[config.mk]
export PLATFORM = sky130hd
export DESIGN_NAME = mesm6_fetch_buffer
export DESIGN_NICKNAME = d
export VERILOG_FILES = /design/src/rtl/mesm6_pkg.sv /design/src/rtl/mesm6_fifo_mem.sv /design/src/rtl/mesm6_fetch_buffer.sv
export SDC_FILE = /design/constraint.sdc
export NUM_CORES = 1
export LEC_CHECK = 0
export CORE_UTILIZATION = 64
export CTS_BUF_LIST = sky130_fd_sc_hd__clkbuf_8
export CTS_CLUSTER_SIZE = 20
export DETAILED_ROUTE_END_ITERATION = 8
export GPL_ROUTABILITY_DRIVEN = 0
export GPL_TIMING_DRIVEN = 0
export MAX_ROUTING_LAYER = met4
export PLACE_DENSITY = 0.94
export SETUP_SLACK_MARGIN = 0.02
export SYNTH_ARGS = -nofsm -noshare
export SYNTH_HDL_FRONTEND = slang
export SYNTH_SLANG_ARGS = --single-unit
export TNS_END_PERCENT = 5
[constraint.sdc]
create_clock -name clk -period 5.45 [get_ports clk]
set_input_delay 1.635 -clock clk [delete_from_list [all_inputs] [get_ports clk]]
set_output_delay 1.635 -clock clk [all_outputs]
set_load 0.01 [all_outputs]
[src/rtl/mesm6_pkg.sv]
// Shared definitions for the MESM-6 instruction fetch path.
//   fetch_state_t  : states of the prefetch buffer's ibus fetch FSM
//   MESM6_OPCODE_W : opcode width of the native 48-bit MESM-6 word
//   select_half    : picks the left (upper) or right (lower) opcode of a word
package mesm6_pkg;

    typedef enum logic [1:0] {
        FS_IDLE    = 2'd0,  // no bus request outstanding
        FS_FETCH   = 2'd1,  // request outstanding, data will be buffered
        FS_DISCARD = 2'd2   // request outstanding, data belongs to a flushed stream
    } fetch_state_t;

    localparam int MESM6_WORD_W   = 48;
    localparam int MESM6_OPCODE_W = MESM6_WORD_W / 2;

    // Widest instruction word the half-select helper supports.
    localparam int HALF_SEL_MAX_W = 64;

    // Returns the upper half of a word_w-bit word when right = 0 and the
    // lower half when right = 1. The word arrives zero-extended to
    // HALF_SEL_MAX_W; the caller truncates the result to word_w/2 bits.
    function automatic logic [HALF_SEL_MAX_W/2-1:0] select_half(
        input logic [HALF_SEL_MAX_W-1:0] word,
        input int unsigned               word_w,
        input logic                      right
    );
        logic [HALF_SEL_MAX_W-1:0] mask;
        logic [HALF_SEL_MAX_W-1:0] shifted;
        mask    = (HALF_SEL_MAX_W'(1) << (word_w / 2)) - HALF_SEL_MAX_W'(1);
        shifted = right ? word : (word >> (word_w / 2));
        return (HALF_SEL_MAX_W/2)'(shifted & mask);
    endfunction

endpackage

[src/rtl/mesm6_fifo_mem.sv]
// DEPTH-entry register-array FIFO storage with wrapping read/write pointers.
// Occupancy is tracked by the owner; this block only stores and addresses.
//   clk, reset_n : clock, asynchronous active-low reset (pointers only)
//   wr_en        : write wr_data at the tail and advance the tail
//   rd_adv       : advance the head past the current entry
//   flush        : return both pointers to entry 0 (overrides wr_en/rd_adv)
//   rd_data      : entry at the head, combinational
module mesm6_fifo_mem #(
    parameter int DEPTH   = 4,
    parameter int ENTRY_W = 63
) (
    input  logic               clk,
    input  logic               reset_n,
    input  logic               wr_en,
    input  logic [ENTRY_W-1:0] wr_data,
    input  logic               rd_adv,
    input  logic               flush,
    output logic [ENTRY_W-1:0] rd_data
);

    localparam int PTR_W = $clog2(DEPTH);

    logic [ENTRY_W-1:0] mem_q [DEPTH];
    logic [PTR_W-1:0]   wr_ptr_q, wr_ptr_d;
    logic [PTR_W-1:0]   rd_ptr_q, rd_ptr_d;

    // NOTE: every variable assigned in always_comb gets a default first, so no
    // path leaves it unassigned and no latch is inferred.
    always_comb begin
        wr_ptr_d = wr_ptr_q;
        rd_ptr_d = rd_ptr_q;
        if (flush) begin
            wr_ptr_d = '0;
            rd_ptr_d = '0;
        end else begin
            // DEPTH is a power of two, so the natural pointer wrap is modulo DEPTH.
            if (wr_en)  wr_ptr_d = wr_ptr_q + PTR_W'(1);
            if (rd_adv) rd_ptr_d = rd_ptr_q + PTR_W'(1);
        end
    end

    // NOTE: sequential state uses non-blocking assignments so every flop
    // samples the pre-edge values regardless of statement order.
    always_ff @(posedge clk or negedge reset_n) begin
        if (!reset_n) begin
            wr_ptr_q <= '0;
            rd_ptr_q <= '0;
        end else begin
            wr_ptr_q <= wr_ptr_d;
            rd_ptr_q <= rd_ptr_d;
        end
    end

    // NOTE: the storage array has no reset; an entry is never read before it
    // is written because the owner's count gates validity.
    always_ff @(posedge clk) begin
        if (wr_en && !flush) begin
            mem_q[wr_ptr_q] <= wr_data;
        end
    end

    assign rd_data = mem_q[rd_ptr_q];

endmodule

[src/rtl/mesm6_fetch_buffer.sv]
// Instruction prefetch buffer between the MESM-6 front end and the ibus.
// Holds up to DEPTH 48-bit words (two opcodes each) tagged with their word
// address, prefetches sequential words, and flushes on cpu_jump.
//   clk, reset_n : clock, asynchronous active-low reset
//   cpu_pc       : half-word PC; bit 0 selects left (0) / right (1) opcode
//   cpu_pop      : core is done with the head word
//   cpu_jump     : flush and refetch from cpu_pc[ADDR_W:1]
//   cpu_valid    : head word present and tagged with cpu_pc[ADDR_W:1]
//   cpu_opcode   : selected opcode of the head word
//   count        : number of buffered words
//   ibus_fetch/ibus_addr : registered fetch request, stable until ibus_done
//   ibus_input/ibus_done : returned word and completion strobe
module mesm6_fetch_buffer
    import mesm6_pkg::*;
#(
    parameter int DEPTH      = 4,
    parameter int ADDR_W     = 15,
    parameter int WORD_W     = 48,
    parameter int PREFETCH   = 1,
    parameter int RESET_ADDR = 0
) (
    input  logic                     clk,
    input  logic                     reset_n,
    input  logic [ADDR_W:0]          cpu_pc,
    input  logic                     cpu_pop,
    input  logic                     cpu_jump,
    output logic                     cpu_valid,
    output logic [WORD_W/2-1:0]      cpu_opcode,
    output logic [$clog2(DEPTH):0]   count,
    output logic                     ibus_fetch,
    output logic [ADDR_W-1:0]        ibus_addr,
    input  logic [WORD_W-1:0]        ibus_input,
    input  logic                     ibus_done
);

    localparam int OPC_W   = WORD_W / 2;
    localparam int CNT_W   = $clog2(DEPTH) + 1;
    localparam int ENTRY_W = ADDR_W + WORD_W;

    localparam logic [CNT_W-1:0]  DEPTH_C      = CNT_W'(DEPTH);
    localparam logic [ADDR_W-1:0] RESET_ADDR_C = ADDR_W'(RESET_ADDR);

    fetch_state_t       state_q, state_d;
    logic [CNT_W-1:0]   count_q, count_d;
    logic [ADDR_W-1:0]  fptr_q, fptr_d;
    logic               ibus_fetch_q, ibus_fetch_d;
    logic [ADDR_W-1:0]  ibus_addr_q, ibus_addr_d;

    logic               done_edge;
    logic               wr_en;
    logic               pop_en;
    logic [CNT_W-1:0]   cnt_after;
    logic               issue_ok;
    logic               launch;
    logic [ADDR_W-1:0]  target;
    logic [ENTRY_W-1:0] head_entry;
    logic [ADDR_W-1:0]  head_addr;
    logic [WORD_W-1:0]  head_data;

    assign target    = cpu_pc[ADDR_W:1];
    assign done_edge = ibus_fetch_q && ibus_done;

    // Returned data is only kept in FETCH; a jump on the same edge drops it.
    assign wr_en  = (state_q == FS_FETCH) && done_edge && !cpu_jump;
    // Jump wins over pop; popping an empty buffer is a no-op.
    assign pop_en = cpu_pop && (count_q != '0) && !cpu_jump;

    // Occupancy after this edge's write and pop. No fetch is outstanding once
    // a new one would be launched, so comparing against DEPTH here already
    // accounts for the in-flight word and the buffer can never overflow.
    assign cnt_after = count_q + CNT_W'(wr_en) - CNT_W'(pop_en);
    assign issue_ok  = (PREFETCH != 0) ? (cnt_after < DEPTH_C) : (cnt_after == '0);

    // ---------------------------------------------------------------- state register
    always_ff @(posedge clk or negedge reset_n) begin
        if (!reset_n) begin
            state_q <= FS_IDLE;
        end else begin
            state_q <= state_d;
        end
    end

    // ---------------------------------------------------------------- next state
    always_comb begin
        state_d = state_q;
        unique case (state_q)
            FS_IDLE: begin
                if (cpu_jump || issue_ok) state_d = FS_FETCH;
            end
            FS_FETCH: begin
                if (cpu_jump) begin
                    // An undone request cannot be withdrawn; ride it out in DISCARD.
                    state_d = done_edge ? FS_FETCH : FS_DISCARD;
                end else if (done_edge) begin
                    state_d = issue_ok ? FS_FETCH : FS_IDLE;
                end
            end
            FS_DISCARD: begin
                if (done_edge) state_d = FS_FETCH;
            end
            default: state_d = FS_IDLE;
        endcase
    end

    // ---------------------------------------------------------------- outputs / datapath
    always_comb begin
        fptr_d  = fptr_q;
        count_d = cnt_after;
        if (cpu_jump) begin
            fptr_d  = target;
            count_d = '0;
        end else if (wr_en) begin
            fptr_d = fptr_q + ADDR_W'(1);
        end

        // A new request starts from IDLE, or back-to-back when the current one
        // completes; in every case it targets the updated fetch pointer.
        launch       = (state_d == FS_FETCH) && ((state_q == FS_IDLE) || done_edge);
        ibus_fetch_d = (state_d != FS_IDLE);
        ibus_addr_d  = launch ? fptr_d : ibus_addr_q;
    end

    always_ff @(posedge clk or negedge reset_n) begin
        if (!reset_n) begin
            count_q      <= '0;
            fptr_q       <= RESET_ADDR_C;
            ibus_fetch_q <= 1'b0;
            ibus_addr_q  <= RESET_ADDR_C;
        end else begin
            count_q      <= count_d;
            fptr_q       <= fptr_d;
            ibus_fetch_q <= ibus_fetch_d;
            ibus_addr_q  <= ibus_addr_d;
        end
    end

    // ---------------------------------------------------------------- storage
    mesm6_fifo_mem #(
        .DEPTH   (DEPTH),
        .ENTRY_W (ENTRY_W)
    ) u_fifo_mem (
        .clk     (clk),
        .reset_n (reset_n),
        .wr_en   (wr_en),
        .wr_data ({ibus_addr_q, ibus_input}),
        .rd_adv  (pop_en),
        .flush   (cpu_jump),
        .rd_data (head_entry)
    );

    assign head_addr = head_entry[ENTRY_W-1:WORD_W];
    assign head_data = head_entry[WORD_W-1:0];

    assign cpu_valid  = (count_q != '0) && (head_addr == target);
    assign cpu_opcode = OPC_W'(select_half(HALF_SEL_MAX_W'(head_data), 32'(WORD_W), cpu_pc[0]));

    assign count      = count_q;
    assign ibus_fetch = ibus_fetch_q;
    assign ibus_addr  = ibus_addr_q;

endmodule

# After elaboration in Yosys (flattened, before gate mapping)
# Memories as Yosys holds them, arrays and structs flattened.
# Cells that the tools add are included.
dict set report op_classes {
  n_eq_ne 4
  n_shift 0
  bitwise_logic 0
  reduce_logical 16
  multipliers 0
  n_lt_le_gt_ge 1
  div 0
  add_sub_neg 5
  n_mux 17
}
# op count
set ops {}
lappend ops {{$mux 15} 2}
lappend ops {{$mux 24} 1}
lappend ops {{$mux 2} 9}
lappend ops {{$add 15x1->15 const B} 1}
lappend ops {{$eq 15x15->1} 1}
lappend ops {{$logic_and 1x1->1} 8}
lappend ops {{$pmux 2 s3} 1}
lappend ops {{$reduce_bool 2->1} 3}
lappend ops {{$add 2x1->2 const B} 2}
lappend ops {{$eq 2x1->1 const B} 2}
lappend ops {{$add 3x1->3} 1}
lappend ops {{$lt 3x3->1 const B} 1}
lappend ops {{$mux 1} 3}
lappend ops {{$mux 3} 1}
lappend ops {{$reduce_bool 3->1} 1}
lappend ops {{$sub 3x1->3} 1}
lappend ops {{$eq 2x2->1 const B} 1}
lappend ops {{$logic_not 2->1} 1}
lappend ops {{$logic_or 1x1->1} 2}
lappend ops {{$logic_not 1->1} 1}
dict set report totals {
  ff_bits 40
  romBits 0
  latch_bits 0
  in_bits 69
  word_cells 51
  ramBits 252
  n_memories 1
  out_inout_bits 44
}
# memory words word_bits read_ports rd_ports_with_merged_regs write_ports line_no
set memory_table {}
lappend memory_table {u_fifo_mem.mem_q 4 63 1 0 1 mesm6_fifo_mem.sv:23} ;# logic [ENTRY_W-1:0] mem_q [DEPTH];

# Logic depth before layout (Yosys ltp)
dict set report depth {
  depth_word 12
  ltp_mapped 15
  ltp_nobuf 13
}

# Hierarchy
# Synthesis repeated with hierarchy kept, for this count alone.
dict set report unflattened {
  hier_cells 561
  hier_area_um2 11668.7
}
# module instances area_per_inst_um2 seq_area_each_um2 cells_per_inst
set by_module_without_submodules {}
lappend by_module_without_submodules {mesm6_fifo_mem 1 9341.5 7667.4 353}
lappend by_module_without_submodules {mesm6_fetch_buffer 1 2327.2 900.9 208}

# Least setup slack after synthesis
# Ideal clock, no wire load.
dict set report synth_timing {
  path_type {input -> output}
  from {in cpu_pc[0]}
  to {out cpu_opcode[10]}
  stages 3
  arrival_ns 2.592
  n_path_buf 2
  slack_ns 1.223
  required_ns 3.815
  cell_sequence {buf_1 clkbuf_1 mux2_2}
}
dict set report synth_between {
  elab_chain_cells 1
}
# element line_no
set synth_lines {}
lappend synth_lines {{start, declared} mesm6_fetch_buffer.sv:24} ;# input logic [ADDR_W:0] cpu_pc,
lappend synth_lines {{$mux 24} mesm6_pkg.sv:30} ;# shifted = right ? word : (word >> (word_w / 2));
lappend synth_lines {{end, declared} mesm6_fetch_buffer.sv:28} ;# output logic [WORD_W/2-1:0] cpu_opcode,
# No other way between the ends.

# Worst setup path after layout
dict set report layout_timing {
  from {in cpu_pc[9]}
  to {out cpu_valid}
}
dict set report layout_between {
  elab_chain_cells 2
}
# element line_no
set layout_lines {}
lappend layout_lines {{$eq 15x15->1} mesm6_fetch_buffer.sv:154} ;# assign cpu_valid = (count_q != '0) && (head_addr == target);
lappend layout_lines {{$logic_and 1x1->1} mesm6_fetch_buffer.sv:154}
lappend layout_lines {{end, declared} mesm6_fetch_buffer.sv:27} ;# output logic cpu_valid,
# No other way between the ends.

==> results.cfg <==
[outcome]
status = finished clean

[timing]
maxSlewViolCount = 0
slew_headroom_pct = 40.3
fmax_ghz = 0.190
clock_skew_ns = 0.0259
hold_violations = 0
worst_pin_slew_ns = 0.895
finalSetupViolCount = 0
finalCritPeriodShare_pct = 96.7
fin_crit_ns = 5.27
rsz0062_at_grt = false

[grt]
grt_pass1_wl_mm = 36.4
grt_usage_pct = 27.7
grt_overflow_total = 0
grt_pass1_vias = 6838
antenna_found_initial = 0
grt_max_degree = 41

[finish]
drive_above_1_share_pct = 22.9
fillers = 875
multi_input_area_sq_um = 2940
antenna_cells = 0
final_common_cell = edfxtp_1
area_growth_pct = 19.8
final_cell_mix = 252 x edfxtp_1, 108 x clkdlybuf4s50_1, 55 x mux4_2
seq_area_sq_um = 8570
nets = 836
final_area_sq_um = 14000

[setup_path]
critPathMaxStageDelay_ns = 0.54
critPathLaunchType = input port
cp_max_fo = 4
critPathBufInv = 2
cp.arrival_ns = 3.63
crit_path_end_kind = output port
crit_type = in2out
critPathTopFamily = buffers and inverters
path_cells = clkdlybuf4s50_1 -> a222oi_1 -> nand3_1 -> a221o_1 -> nor4_4 -> dlygate4sd2_1
required_ns = 3.82
cp_slowest_cell = clkdlybuf4s50_1

[power_and_ir_drop]
total_power_mw = 6.05
cellPowerDensity_nw_per_um2 = 433
ir_drop_uv = 386
leakagePower_nw = 4.69

[synth]
syn_area_sq_um = 11700
synth_top_area_share_pct = 64.8
synth_nets = 676
synth_top_area_cell = edfxtp_1
yosysWarningCount = 0
synth.area.top_cells = edfxtp_1 65%, mux4_2 11%, dfrtp_1 8.6%
ys_types = 57
synth_edf_count = 252
synthFlopType = edfxtp_1
syn_avg_cell_area_sq_um = 19.5
ys_ff_latch = 292
synth_async_sr_flop_share_pct = 13.7
yosysSeqAreaShare_pct = 73.4
syn_inst = 599

[floorplanning]
die-area_sq_um = 18800
die_x_um = 137
coreArea_sq_um = 17900
top_level_ports = 113
row_count = 49
dieHeight_um = 137
initial_core_util_pct = 65.2

[cts]
cts-root-buf = clkbuf_8
cts_tree = done
cts.reportedPaths.clkPinSlew_ns = 0.06
clkLatencyLatePin_ns = 0.55
numCtsBuffers = 43
cts.sinks = 292
cts_setup_buffers = 0
htreeDepth = 2
clockBufferDepth = 3

[route]
firstDrtPassIters = 6
vias = 6389
routedWlPerCell_um = 23.7
drt_wl_total_mm = 24.2
drcViolationCount = 0
drt_iter0_markers = 607
drtAntennaViolNets = 0
viasPerCell = 6.26

[placed_design]
placed_area_sq_um = 13200
portBuffers = 111
dp.final_hpwl_mm = 15.8

[hold_path]
hold_path.class = reg2reg

[run]
maxCapViolCount = 0
## metrics by stage
stage	instances	hold WS, ns	TNS (ns)	setup WS, ns	util (%)
global placement	939	0.517	-55.76	-0.236	73.0
floorplan	599	0.539	0	1.22	-
detailed placement	943	0.558	-0.132	-0.132	73.6
global route	1021	0.597	0	0.116	78.1
finish	1021	0.566	0	0.181	78.1
CTS	1021	0.569	0	0.203	78.1
## registers in the layout, indices dropped and copies added, names as in the netlist
signal	flops
state_q	2
u_fifo_mem.wr_ptr_q	2
fptr_q	15
count	3
u_fifo_mem.rd_ptr_q	2
u_fifo_mem.mem_q	252
ibus_fetch	1
ibus_addr	15
## worst paths after layout
path	cells after the start	end	startpoint	slack [ns]
min	0	u_fifo_mem.mem_q[1][59]	ibus_addr[11]	0.57
max reg2reg	13	ibus_addr[3]	count[1]	1.66
max	6	cpu_valid	cpu_pc[9]	0.18
max in group asynchronous	1	count[2]	reset_n	3.68
min reg2reg	0	u_fifo_mem.mem_q[1][59]	ibus_addr[11]	0.57
min in group asynchronous	1	fptr_q[9]	reset_n	1.22
## per-layer routing
layer / wire (um) / vias up / GRT usage [%]
met1: 8990 / 3244 / 33.7
met4: 641 / 0 / 10.6
met3: 1890 / 71 / 5.63
li1: - / 2742 / -
met2: 12700 / 332 / 45.9
met5: 0 / - / -
## Yosys cell counts (2+ instances only)
cell type,n
buf_6,4
or3_1,3
nand2_1,23
nor4_1,3
o21ai_0,13
xnor2_1,11
mux2i_1,16
o221ai_1,2
xor2_1,9
a21oi_1,6
nor2_1,19
ha_1,7
edfxtp_1,252
mux2_2,37
o31a_1,3
nand2b_1,2
inv_1,10
nor3_1,5
nand4_1,6
buf_2,10
a31oi_1,4
buf_1,4
a221o_1,2
clkbuf_1,6
dfrtp_1,40
and3_1,5
o31ai_1,4
mux4_2,55
buf_4,4
nand3b_1,2
nand3_1,6
## power by group
| part | switching [mW] | internal (mW) |
|---|---|---|
| Sequential | 0.163 | 2.69 |
| Clock | 0.800 | 0.864 |
| Combinational | 0.703 | 0.836 |
| Total | 1.67 | 4.39 |
## area by class of cell
cell class | count | area share [%]
Sequential cell | 292 | 61.3
Multi-Input combinational cell | 269 | 21.0
Timing Repair Buffer | 115 | 8.46
Clock buffer | 45 | 4.43
Tap cell | 229 | 2.05
Clock inverter | 33 | 1.40
Buffer | 28 | 1.16
Inverter | 10 | 0.268
## what timing repair did
item                       in CTS  in global routing
gates resized for setup         3                  0
setup endpoints to repair       1                  0
hold buffers                    0                  0
## cell families (layout without fill, tap and decap cells)
| family | after synthesis | after routing | synth area share, % |
|---|---|---|---|
| adder cells (fa/ha/maj) | 8 | 8 | 0.922 |
| XOR/XNOR | 21 | 21 | 1.70 |
| buffers and inverters | 38 | 231 | 1.71 |
| flip-flops | 292 | 292 | 73.4 |
| AO/OA/AOI/OAI | 46 | 46 | 2.72 |
| multiplexers | 109 | 109 | 15.6 |
| AND/OR/NAND/NOR | 85 | 85 | 3.90 |
(Power assumes the default switching activity.)
